==> config.mk <==
export PLATFORM = sky130hd
export DESIGN_NAME = hazard_ctrl
export DESIGN_NICKNAME = d
export VERILOG_FILES = /design/src/rtl/hazard_ctrl_pkg.sv /design/src/rtl/hazard_ctrl_hazard_detect.sv /design/src/rtl/hazard_ctrl.sv
export SDC_FILE = /design/constraint.sdc
export NUM_CORES = 1
export LEC_CHECK = 0
export CAP_MARGIN = 25
export CORE_MARGIN = 3
export CORE_UTILIZATION = 29
export DETAILED_ROUTE_END_ITERATION = 12
export PLACE_DENSITY = 0.87
export SYNTH_ARGS = -nofsm -noshare
export SYNTH_HDL_FRONTEND = slang
export SYNTH_SLANG_ARGS = --single-unit
==> constraint.sdc <==
create_clock -name clk -period 1.9 [get_ports clk]
set_input_delay 0.38 -clock clk [delete_from_list [all_inputs] [get_ports clk]]
set_output_delay 0.38 -clock clk [all_outputs]
set_load 0.05 [all_outputs]
==> src/rtl/hazard_ctrl_pkg.sv <==
// Shared opcode constants, FSM state encoding and source-register decode
// helpers for the hazard_ctrl pipeline sequencer.
package hazard_ctrl_pkg;

    localparam logic [6:0] OPC_LOAD   = 7'b0000011;
    localparam logic [6:0] OPC_STORE  = 7'b0100011;
    localparam logic [6:0] OPC_BRANCH = 7'b1100011;
    localparam logic [6:0] OPC_JALR   = 7'b1100111;
    localparam logic [6:0] OPC_OP     = 7'b0110011;
    localparam logic [6:0] OPC_OP_IMM = 7'b0010011;

    typedef enum logic [1:0] {
        ST_RUN    = 2'd0,
        ST_DRAIN  = 2'd1,
        ST_HALTED = 2'd2,
        ST_STEP   = 2'd3
    } state_e;

    function automatic logic reads_rs1(input logic [6:0] opc);
        return (opc == OPC_OP) || (opc == OPC_OP_IMM) || (opc == OPC_LOAD) ||
               (opc == OPC_STORE) || (opc == OPC_BRANCH) || (opc == OPC_JALR);
    endfunction

    function automatic logic reads_rs2(input logic [6:0] opc);
        return (opc == OPC_OP) || (opc == OPC_STORE) || (opc == OPC_BRANCH);
    endfunction

endpackage

==> src/rtl/hazard_ctrl_hazard_detect.sv <==
// Combinational load-use and taken-branch detection from the decode and
// execute instruction registers.
module hazard_detect
    import hazard_ctrl_pkg::*;
(
    input  logic [31:0] IR_dc,
    input  logic        v_dc,
    input  logic [31:0] IR_ex,
    input  logic        v_ex,
    input  logic        CP_ex,
    output logic        lu,
    output logic        br
);

    logic [6:0] dc_op;
    logic [6:0] ex_op;
    logic [4:0] dc_rs1;
    logic [4:0] dc_rs2;
    logic [4:0] ex_rd;
    logic       rs1_hit;
    logic       rs2_hit;
    logic       unused_ir;

    assign dc_op  = IR_dc[6:0];
    assign dc_rs1 = IR_dc[19:15];
    assign dc_rs2 = IR_dc[24:20];
    assign ex_op  = IR_ex[6:0];
    assign ex_rd  = IR_ex[11:7];

    // Only count a match on a field the decode-stage format really reads.
    assign rs1_hit = reads_rs1(dc_op) && (dc_rs1 == ex_rd);
    assign rs2_hit = reads_rs2(dc_op) && (dc_rs2 == ex_rd);

    assign lu = v_ex && v_dc && (ex_op == OPC_LOAD) && (ex_rd != 5'd0) &&
                (rs1_hit || rs2_hit);
    assign br = v_ex && CP_ex;

    assign unused_ir = ^{IR_dc[31:25], IR_dc[14:7], IR_ex[31:12]};

endmodule

==> src/rtl/hazard_ctrl.sv <==
// Pipeline sequencing controller: load-use stalls, branch flushes and, when
// HAZARD_CTRL_DEBUG_EN is defined, the debug halt/drain/single-step FSM.
//   state  | meaning
//   RUN    | normal execution, hazard logic only
//   DRAIN  | fetch stalled while in-flight instructions retire
//   HALTED | every stage frozen, halted asserted
//   STEP   | one clock of RUN behaviour, then back to HALTED
module hazard_ctrl
    import hazard_ctrl_pkg::*;
#(
    parameter int unsigned DRAIN_CYCLES = 4,
    parameter int unsigned STALL_CNT_W  = 16
) (
    input  logic                   clk,
    input  logic                   rst,
    input  logic [31:0]            IR_dc,
    input  logic                   v_dc,
    input  logic [31:0]            IR_ex,
    input  logic                   v_ex,
    input  logic                   CP_ex,
    input  logic                   halt_req,
    input  logic                   step_req,
    output logic                   s_fe,
    output logic                   s_dc,
    output logic                   s_ex,
    output logic                   s_me,
    output logic                   s_wb,
    output logic                   fl_dc,
    output logic                   fl_ex,
    output logic                   halted,
    output logic [STALL_CNT_W-1:0] stall_cnt
);

    logic   lu;
    logic   br;
    logic   lu_eff;
    logic   any_stall;
    state_e state_q;

    logic [STALL_CNT_W-1:0] stall_cnt_q;

    hazard_detect u_detect (
        .IR_dc (IR_dc),
        .v_dc  (v_dc),
        .IR_ex (IR_ex),
        .v_ex  (v_ex),
        .CP_ex (CP_ex),
        .lu    (lu),
        .br    (br)
    );

    // A taken branch flushes the dependent instruction, so no bubble is needed.
    assign lu_eff = lu && !br;

`ifdef HAZARD_CTRL_DEBUG_EN
    localparam int unsigned     CNT_W      = (DRAIN_CYCLES > 1) ? $clog2(DRAIN_CYCLES) : 1;
    localparam logic [CNT_W-1:0] DRAIN_INIT = CNT_W'((DRAIN_CYCLES > 0) ? DRAIN_CYCLES - 1 : 0);

    state_e             state_d;
    logic [CNT_W-1:0]   drain_q;
    logic [CNT_W-1:0]   drain_d;
    logic               halted_q;

    always_ff @(posedge clk) begin
        if (rst) begin
            state_q  <= ST_RUN;
            drain_q  <= '0;
            halted_q <= 1'b0;
        end else begin
            state_q  <= state_d;
            drain_q  <= drain_d;
            halted_q <= (state_d == ST_HALTED);
        end
    end

    always_comb begin
        state_d = state_q;
        drain_d = drain_q;
        unique case (state_q)
            ST_RUN: begin
                if (halt_req) begin
                    state_d = ST_DRAIN;
                    drain_d = DRAIN_INIT;
                end
            end
            ST_DRAIN: begin
                // A load-use bubble holds the drain count for that cycle.
                if (!halt_req) begin
                    state_d = ST_RUN;
                end else if (!lu_eff) begin
                    if (drain_q == '0) state_d = ST_HALTED;
                    else               drain_d = drain_q - CNT_W'(1);
                end
            end
            ST_HALTED: begin
                if (!halt_req)     state_d = ST_RUN;
                else if (step_req) state_d = ST_STEP;
            end
            ST_STEP:  state_d = ST_HALTED;
            default:  state_d = ST_RUN;
        endcase
    end

    assign halted = halted_q;
`else
    logic unused_dbg;

    assign state_q    = ST_RUN;
    assign halted     = 1'b0;
    assign unused_dbg = halt_req ^ step_req;
`endif

    always_comb begin
        s_fe  = 1'b0;
        s_dc  = 1'b0;
        s_ex  = 1'b0;
        s_me  = 1'b0;
        s_wb  = 1'b0;
        fl_dc = 1'b0;
        fl_ex = 1'b0;
        if (rst) begin
            fl_dc = 1'b1;
            fl_ex = 1'b1;
        end else if (state_q == ST_HALTED) begin
            s_fe = 1'b1;
            s_dc = 1'b1;
            s_ex = 1'b1;
            s_me = 1'b1;
            s_wb = 1'b1;
        end else begin
            s_fe  = lu_eff || (state_q == ST_DRAIN);
            s_dc  = lu_eff;
            fl_dc = br;
            fl_ex = br || lu_eff;
        end
    end

    assign any_stall = s_fe || s_dc || s_ex || s_me || s_wb;

    always_ff @(posedge clk) begin
        if (rst) begin
            stall_cnt_q <= '0;
        end else if (any_stall && !(&stall_cnt_q)) begin
            stall_cnt_q <= stall_cnt_q + STALL_CNT_W'(1);
        end
    end

    assign stall_cnt = stall_cnt_q;

endmodule

==> results of run 1 <==
[cells in the final DEF, fill, tap and decap left out, types with 4 or more instances in the layout]
master and instances:
nor2_1 7, nand4_1 5, o21ai_0 6, clkbuf_8 4, o31ai_1 4, inv_1 9, buf_4 27, a21oi_1 7
a21oi_2 4, dfxtp_2 13, nand2_1 6, or4_1 4, clkdlybuf4s50_1 8, nor4_4 4, nand3_1 7, buf_2 7
conb_1 4, xor2_1 4, dlygate4sd2_1 20, nor2b_1 6, or3_1 6
[metal layers]
| layer | GRT usage [%] | vias to the layer above | share of wire [%] |
|---|---|---|---|
| met5 | 0 | - | 0 |
| met4 | 3.797 | 0 | 2.0 |
| met3 | 4.825 | 9 | 7.9 |
| met2 | 30.98 | 54 | 53 |
| met1 | 17.06 | 619 | 37 |
| li1 | - | 639 | - |
[metrics by stage]
stage	worst slack, ns	hold WS, ns	power (mW)
finish	-0.1245	0.4917	0.8182
detailed placement	-0.6267	0.4764	0.5149
global placement	-0.5919	0.4764	0.5126
CTS	-0.1434	0.4915	0.8104
global route	-0.1693	0.5164	0.8468
floorplan	-0.2563	0.5726	0.4145
[worst register-to-register path, delay by kind of cell (launching register included)]
family / cells / cell delay, ns
flops: 1 / 0.37
mux: 1 / 0.34
simple gates: 4 / 1.01
[synthesized netlist by cell type (all sizes together), types with 5 or more instances]
| cell type | count | share of area, % |
|---|---|---|
| a21oi | 11 | 5.0 |
| buf | 8 | 5.3 |
| dfxtp | 16 | 29 |
| inv | 10 | 3.4 |
| nand2 | 6 | 2.0 |
| nand3 | 8 | 3.6 |
| nand4 | 5 | 2.8 |
| nor2 | 8 | 2.7 |
| nor2b | 6 | 3.4 |
| nor4 | 5 | 2.8 |
| o21ai | 7 | 3.5 |
| or3 | 6 | 3.4 |
| or4 | 5 | 3.4 |
[report_power, final]
part / switching, mW / leakage (nW) / internal [mW] / total (mW)
Clock: 0.127 / 0.0288 / 0.184 / 0.311
Sequential: 0.000000161 / 0.137 / 0.332 / 0.332
Combinational: 0.0906 / 0.662 / 0.0843 / 0.175
Total: 0.217 / 0.828 / 0.601 / 0.818
[final timing paths]
check	slack, ns	end	start
setup / recovery	-0.12	fl_ex	IR_ex[9]
hold / removal	0.49	stall_cnt[15]	stall_cnt[15]
hold reg to reg	0.49	stall_cnt[15]	stall_cnt[15]
setup reg to reg	0.07	stall_cnt[10]	stall_cnt[6]
[kinds of logic (layout without fill, tap and decap cells)]
kind of cell | count (synthesis) | after routing | share of synthesized area [%]
muxes | 4 | 4 | 4.072
adders and majority gates | 1 | 1 | 1.131
xor gates and xnor gates | 8 | 8 | 6.334
DFF | 16 | 16 | 28.96
other | 1 | 4 | 0.3390
buffers and inverters | 21 | 87 | 9.729
AOI/OAI and AO/OA | 30 | 30 | 18.33
and+or+nand+nor | 59 | 59 | 31.11
[repair_timing]
item,4_1_cts,5_1_grt
gates cloned,1,0
setup endpoints to repair,20,18
resized for setup,74,17
pin swaps,29,8
hold endpoints to repair,0,0
setup buffers,3,2
[cell type report]
cell class                 count  area share, %
clock buffer                   4          2.745
inverter                      10          1.871
multi-input combinational    106          43.23
tap                           46          2.870
timing repair buffer          73          32.13
sequential                    16          17.16
==> run_results.csv, run 1 <==
group,metric,value,unit
critical_path,cp_data_arrival_time,1.64,ns
clocking,clockBufferDepth,2,
place,dp_hpwl,2545,um
place,gp_congestion,0.8135,
grt,overflow,0,
cells_and_area,regArea,344.1,um^2
timing,fin_setup_tns,-0.6506,ns
clocking,cts_tree,"built",
cells_and_area,largest_register_ffs,16,
critical_path,max_stage_delay,0.51,ns
routing,dr.pass1.iters,5,
synth,seq_area_frac_synth,28.96,%
timing,rsz0062_at_grt,"true",
routing,drt_wl_total,3614,um
cells_and_area,nFillCells,326,
clocking,clkTransAtPathRegs,0.07,ns
cells_and_area,final_cells,255,
cells_and_area,drive_gt1_share,41.63,%
clocking,cts_hold_buf,0,
synth,syn_area,0.001106,mm^2
critical_path,crit_fanout,3,
cells_and_area,antenna_cells,0,
clocking,htree_num_levels,1,
grt,antenna_found_initial,0,
critical_path,crit_family,"simple AND/OR/NAND/NOR gates",
routing,routedWlPerCell,14.17,um
routing,drc,0,
routing,viasPerCell,5.180,
routing,num_vias,1321,
synth,synth_edf_count,0,
routing,ant_nets,0,
timing,setup_viol,10,
cells_and_area,multi_input_area,867.1,um^2
synth,synth-seq-cells,16,
synth,synth_cells,140,
grt,first_global_vias,1321,
floorplanning,dieArea,0.004591,mm^2
critical_path,setup.worst_path.end_class,"output pin",
worst_hold_path,whs_path_depth,2,
place,io_buffers,53,
job,drv_cap,0,
clocking,clk_latency,0.26,ns
timing,finalHoldViolCount,0,
timing,fin_ws,-0.1245,ns
clocking,cts_root_buf,"clkbuf_8",
floorplanning,core_area,0.003495,mm^2
floorplanning,start_util,31.65,%
critical_path,path_cells,"buf_8 > or4_1 > o2111a_2 > o21ai_4 > nand2_1 > buf_6",
timing,finalMaxSlewViolations,0,
synth,async_flop_share,0,%
critical_path,slowest_stage,"or4_1",
run_status,failed_checks,"setup timing",
place,dp.cells,245,
routing,drt_iter0_markers,55,
cells_and_area,final_util,57.39,%
grt,grt_use_total,16.20,%
cells_and_area,synthToLayoutAreaGrowth,81.33,%
clocking,clock_sinks,16,
grt,grt_pass1_wl,5740,um
critical_path,reg2regPathDepth,5,
cells_and_area,design_area,0.002006,mm^2
critical_path,cp_num_buf_inv,2,
timing,fin_crit,2.024,ns
power_and_ir_drop,power_density,407.9,mW/mm^2
clocking,cts_buffers,3,
cells_and_area,layout.nets,282,
synth,ys.flop_type,"dfxtp_1",
grt,grt_max_degree,21,
critical_path,criticalPathCategory,"in2out",
critical_path,cp.depth,6,
synth,synth_cell_types,36,
timing,clock_skew,0.001452,ns
timing,fin_crit_sh,106.6,%
power_and_ir_drop,cellLeakagePower,0.8279,nW
synth,syn_area_per_cell,7.900,um^2
synth,yosysWarnings,0,
critical_path,cp-start-kind,"input pin",
run_status,outcome,"complete, but fails checks",
worst_hold_path,hold_path_class,"reg2reg",
critical_path,required,1.52,ns
floorplanning,die_height,67.76,um
floorplanning,die_w,67.76,um
floorplanning,io_pins,95,
floorplanning,row_count,21,
place,postPlaceCellArea,0.001795,mm^2
power_and_ir_drop,ir_drop,0.2531,mV
timing,fmax,494.0,MHz
(Power assumes the default switching activity.)
==> run 2, diff against run 1 <==
--- a/config.mk
+++ b/config.mk
@@ -6,8 +6,10 @@
 export NUM_CORES = 1
 export LEC_CHECK = 0
 export CAP_MARGIN = 25
+export CELL_PAD_IN_SITES_DETAIL_PLACEMENT = 1
+export CELL_PAD_IN_SITES_GLOBAL_PLACEMENT = 2
 export CORE_MARGIN = 3
-export CORE_UTILIZATION = 29
+export CORE_UTILIZATION = 14
 export DETAILED_ROUTE_END_ITERATION = 12
 export PLACE_DENSITY = 0.87
 export SYNTH_ARGS = -nofsm -noshare
==> run 2 against run 1 <==
Against the previous run:
- total power is 3.1% higher
- largest cell class unchanged
- utilization is 27 points lower
- worst hold slack worse by 0.00070 ns
- routed wire length is 25% higher
- the run still ends with setup timing left
- clock skew is 0.0081 ns higher
- largest power group unchanged
- final cell count is 27% higher
- via count is 3.5% higher
- count of clock-buffer cells in the layout stayed put
- die area is 96% higher
==> run_results.csv, run 2 (synthesis results as in run 1) <==
group,metric,value,unit
cells_and_area,largest_register_ffs,16,
critical_path,cp_data_arrival_time,1.67,ns
clocking,clock_sinks,16,
timing,fin_crit,2.055,ns
grt,antenna_found_initial,0,
floorplanning,core_area,0.007447,mm^2
critical_path,crit_fanout,4,
timing,fin_setup_tns,-0.7714,ns
floorplanning,start_util,14.85,%
grt,grt_pass1_wl,6872,um
place,gp_congestion,0.6908,
critical_path,r2r-end,"stall_cnt[5]",
critical_path,endpoint,"fl_ex",
cells_and_area,drive_gt1_share,59.73,%
floorplanning,io_pins,95,
floorplanning,die_height,94.89,um
cells_and_area,antenna_cells,0,
cells_and_area,synthToLayoutAreaGrowth,107.0,%
run_status,failed_checks,"setup timing",
clocking,htree_num_levels,1,
grt,grt_use_total,9.717,%
floorplanning,row_count,31,
timing,rsz0062_at_grt,"true",
timing,finalMaxSlewViolations,0,
critical_path,reg2regPathDepth,9,
critical_path,setup.worst_path.end_class,"output pin",
clocking,clk_latency,0.26,ns
job,drv_cap,0,
power_and_ir_drop,power_density,368.5,mW/mm^2
cells_and_area,layout.nets,299,
critical_path,max_stage_delay,0.52,ns
critical_path,reg2reg_slack,0,ns
routing,drc,0,
power_and_ir_drop,swShare,27.94,%
critical_path,required,1.52,ns
routing,drt_wl_total,4521,um
routing,num_vias,1367,
routing,dr.pass1.iters,4,
clocking,cts_buffers,3,
floorplanning,die_w,94.89,um
routing,ant_nets,0,
power_and_ir_drop,cellLeakagePower,0.9474,nW
power_and_ir_drop,clockPowerShare,37.8,%
run_status,outcome,"complete, but fails checks",
critical_path,slowest_stage,"or4_4",
timing,fmax,486.6,MHz
grt,grt_max_degree,21,
grt,overflow,0,
critical_path,path_cells,"buf_8 > or4_4 > o2111a_2 > o21ai_4 > nand2_2 > buf_8",
critical_path,crit_top_cell,"buf_8",
critical_path,criticalPathCategory,"in2out",
place,dp_hpwl,3491,um
place,io_buffers,53,
timing,setup_viol,12,
power_and_ir_drop,seq_power_share,39.3,%
timing,finalHoldViolCount,0,
clocking,clkTransAtPathRegs,0.08,ns
timing,fin_ws,-0.1549,ns
power_and_ir_drop,p_comb_share,22.8,%
grt,first_global_vias,1448,
power_and_ir_drop,switchingPower,235.8,uW
routing,viasPerCell,4.206,
power_and_ir_drop,ir_drop,0.2196,mV
cells_and_area,final_common_cell,"buf_4",
timing,fin_crit_sh,108.2,%
cells_and_area,layout_common_cells,"buf_4, dlygate4sd2_1, dfxtp_2",
critical_path,r2r-start,"stall_cnt[1]",
timing,clock_skew,0.009591,ns
power_and_ir_drop,internal_power,607.9,uW
clocking,clockBufferDepth,2,
worst_hold_path,hold_path_class,"reg2reg",
clocking,cts_root_buf,"clkbuf_8",
critical_path,timing.critical_path.from,"IR_ex[11]",
clocking,cts_tree,"built",
cells_and_area,final_util,30.75,%
routing,routedWlPerCell,13.91,um
critical_path,cp-start-kind,"input pin",
worst_hold_path,whs_path_depth,2,
clocking,cts_hold_buf,0,
routing,drt_iter0_markers,41,
floorplanning,dieArea,0.009003,mm^2
run 2: cell types whose count changed in the layout (fill, tap and decap cells not counted), moves of 6 or more:
cell,previous run,this run
clkdlybuf4s50_1,8,1
dlygate4sd2_1,20,13
clkbuf_2,0,6
buf_6,3,11
buf_4,27,45
run 2: worst min-delay path by stage:
stage                        startpoint             to
after floorplan            stall_cnt[0]   stall_cnt[0]
after global placement    stall_cnt[15]  stall_cnt[15]
after detailed placement  stall_cnt[15]  stall_cnt[15]
after CTS                 stall_cnt[15]  stall_cnt[15]
after global routing      stall_cnt[15]  stall_cnt[15]
final                     stall_cnt[15]  stall_cnt[15]
run 2: area by class of cell:
type | instances | area [um^2]
fill | 889 | 5157
multi-input combinational | 106 | 953.4
timing repair buffer | 90 | 775.7
sequential | 16 | 344.1
tap | 99 | 123.9
clock buffer | 4 | 55.05
inverter | 10 | 37.54
run 2: per-layer routing:
layer  global-route usage [%]  wire length [um]
met5                        0                 0
met4                    1.082                13
met3                    2.869               251
met2                    18.44              2382
met1                    10.94              1874
run 2: through the flow:
| stage | hold WS (ns) | std cells | total power [mW] | setup WS [ns] | instance area [um^2] |
|---|---|---|---|---|---|
| finish | 0.4910 | 325 | 0.8437 | -0.1549 | 2290 |
| CTS | 0.5007 | 321 | 0.8425 | -0.1616 | 2102 |
| global route | 0.5278 | 325 | 0.8844 | -0.2176 | 2290 |
| global placement | 0.4720 | 312 | 0.5171 | -0.6593 | 1949 |
| floorplan | 0.5726 | 143 | 0.4145 | -0.2563 | 1171 |
| detailed placement | 0.4892 | 312 | 0.5194 | -0.6705 | 1949 |
run 2: worst max-delay path, delay by kind of cell:
family | cells | cell delay, ns
simple gates | 2 | 0.63
buf+inv | 2 | 0.26
compound gates | 2 | 0.42
run 2: power groups by stage:
stage               sequential (mW)  clock (mW)  combinational [mW]
finish                        0.332       0.319               0.193
global placement              0.340           0               0.177
floorplan                     0.340           0              0.0748
detailed placement            0.340           0               0.180
global route                  0.332       0.345               0.208
CTS                           0.332       0.329               0.181
run 2: timing repair:
item,CTS,global route
gates cloned,0,1
pin swaps,21,38
buffers inserted,5,3
setup endpoints to repair,20,19
resized for setup,83,56
==> run 3, diff against run 2 <==
--- a/config.mk
+++ b/config.mk
@@ -12,6 +12,7 @@
 export CORE_UTILIZATION = 14
 export DETAILED_ROUTE_END_ITERATION = 12
 export PLACE_DENSITY = 0.87
+export SLEW_MARGIN = 10
 export SYNTH_ARGS = -nofsm -noshare
 export SYNTH_HDL_FRONTEND = slang
 export SYNTH_SLANG_ARGS = --single-unit
==> results of run 3 <==
Same layout as run 2: the final DEF is identical, and so are final timing and power.
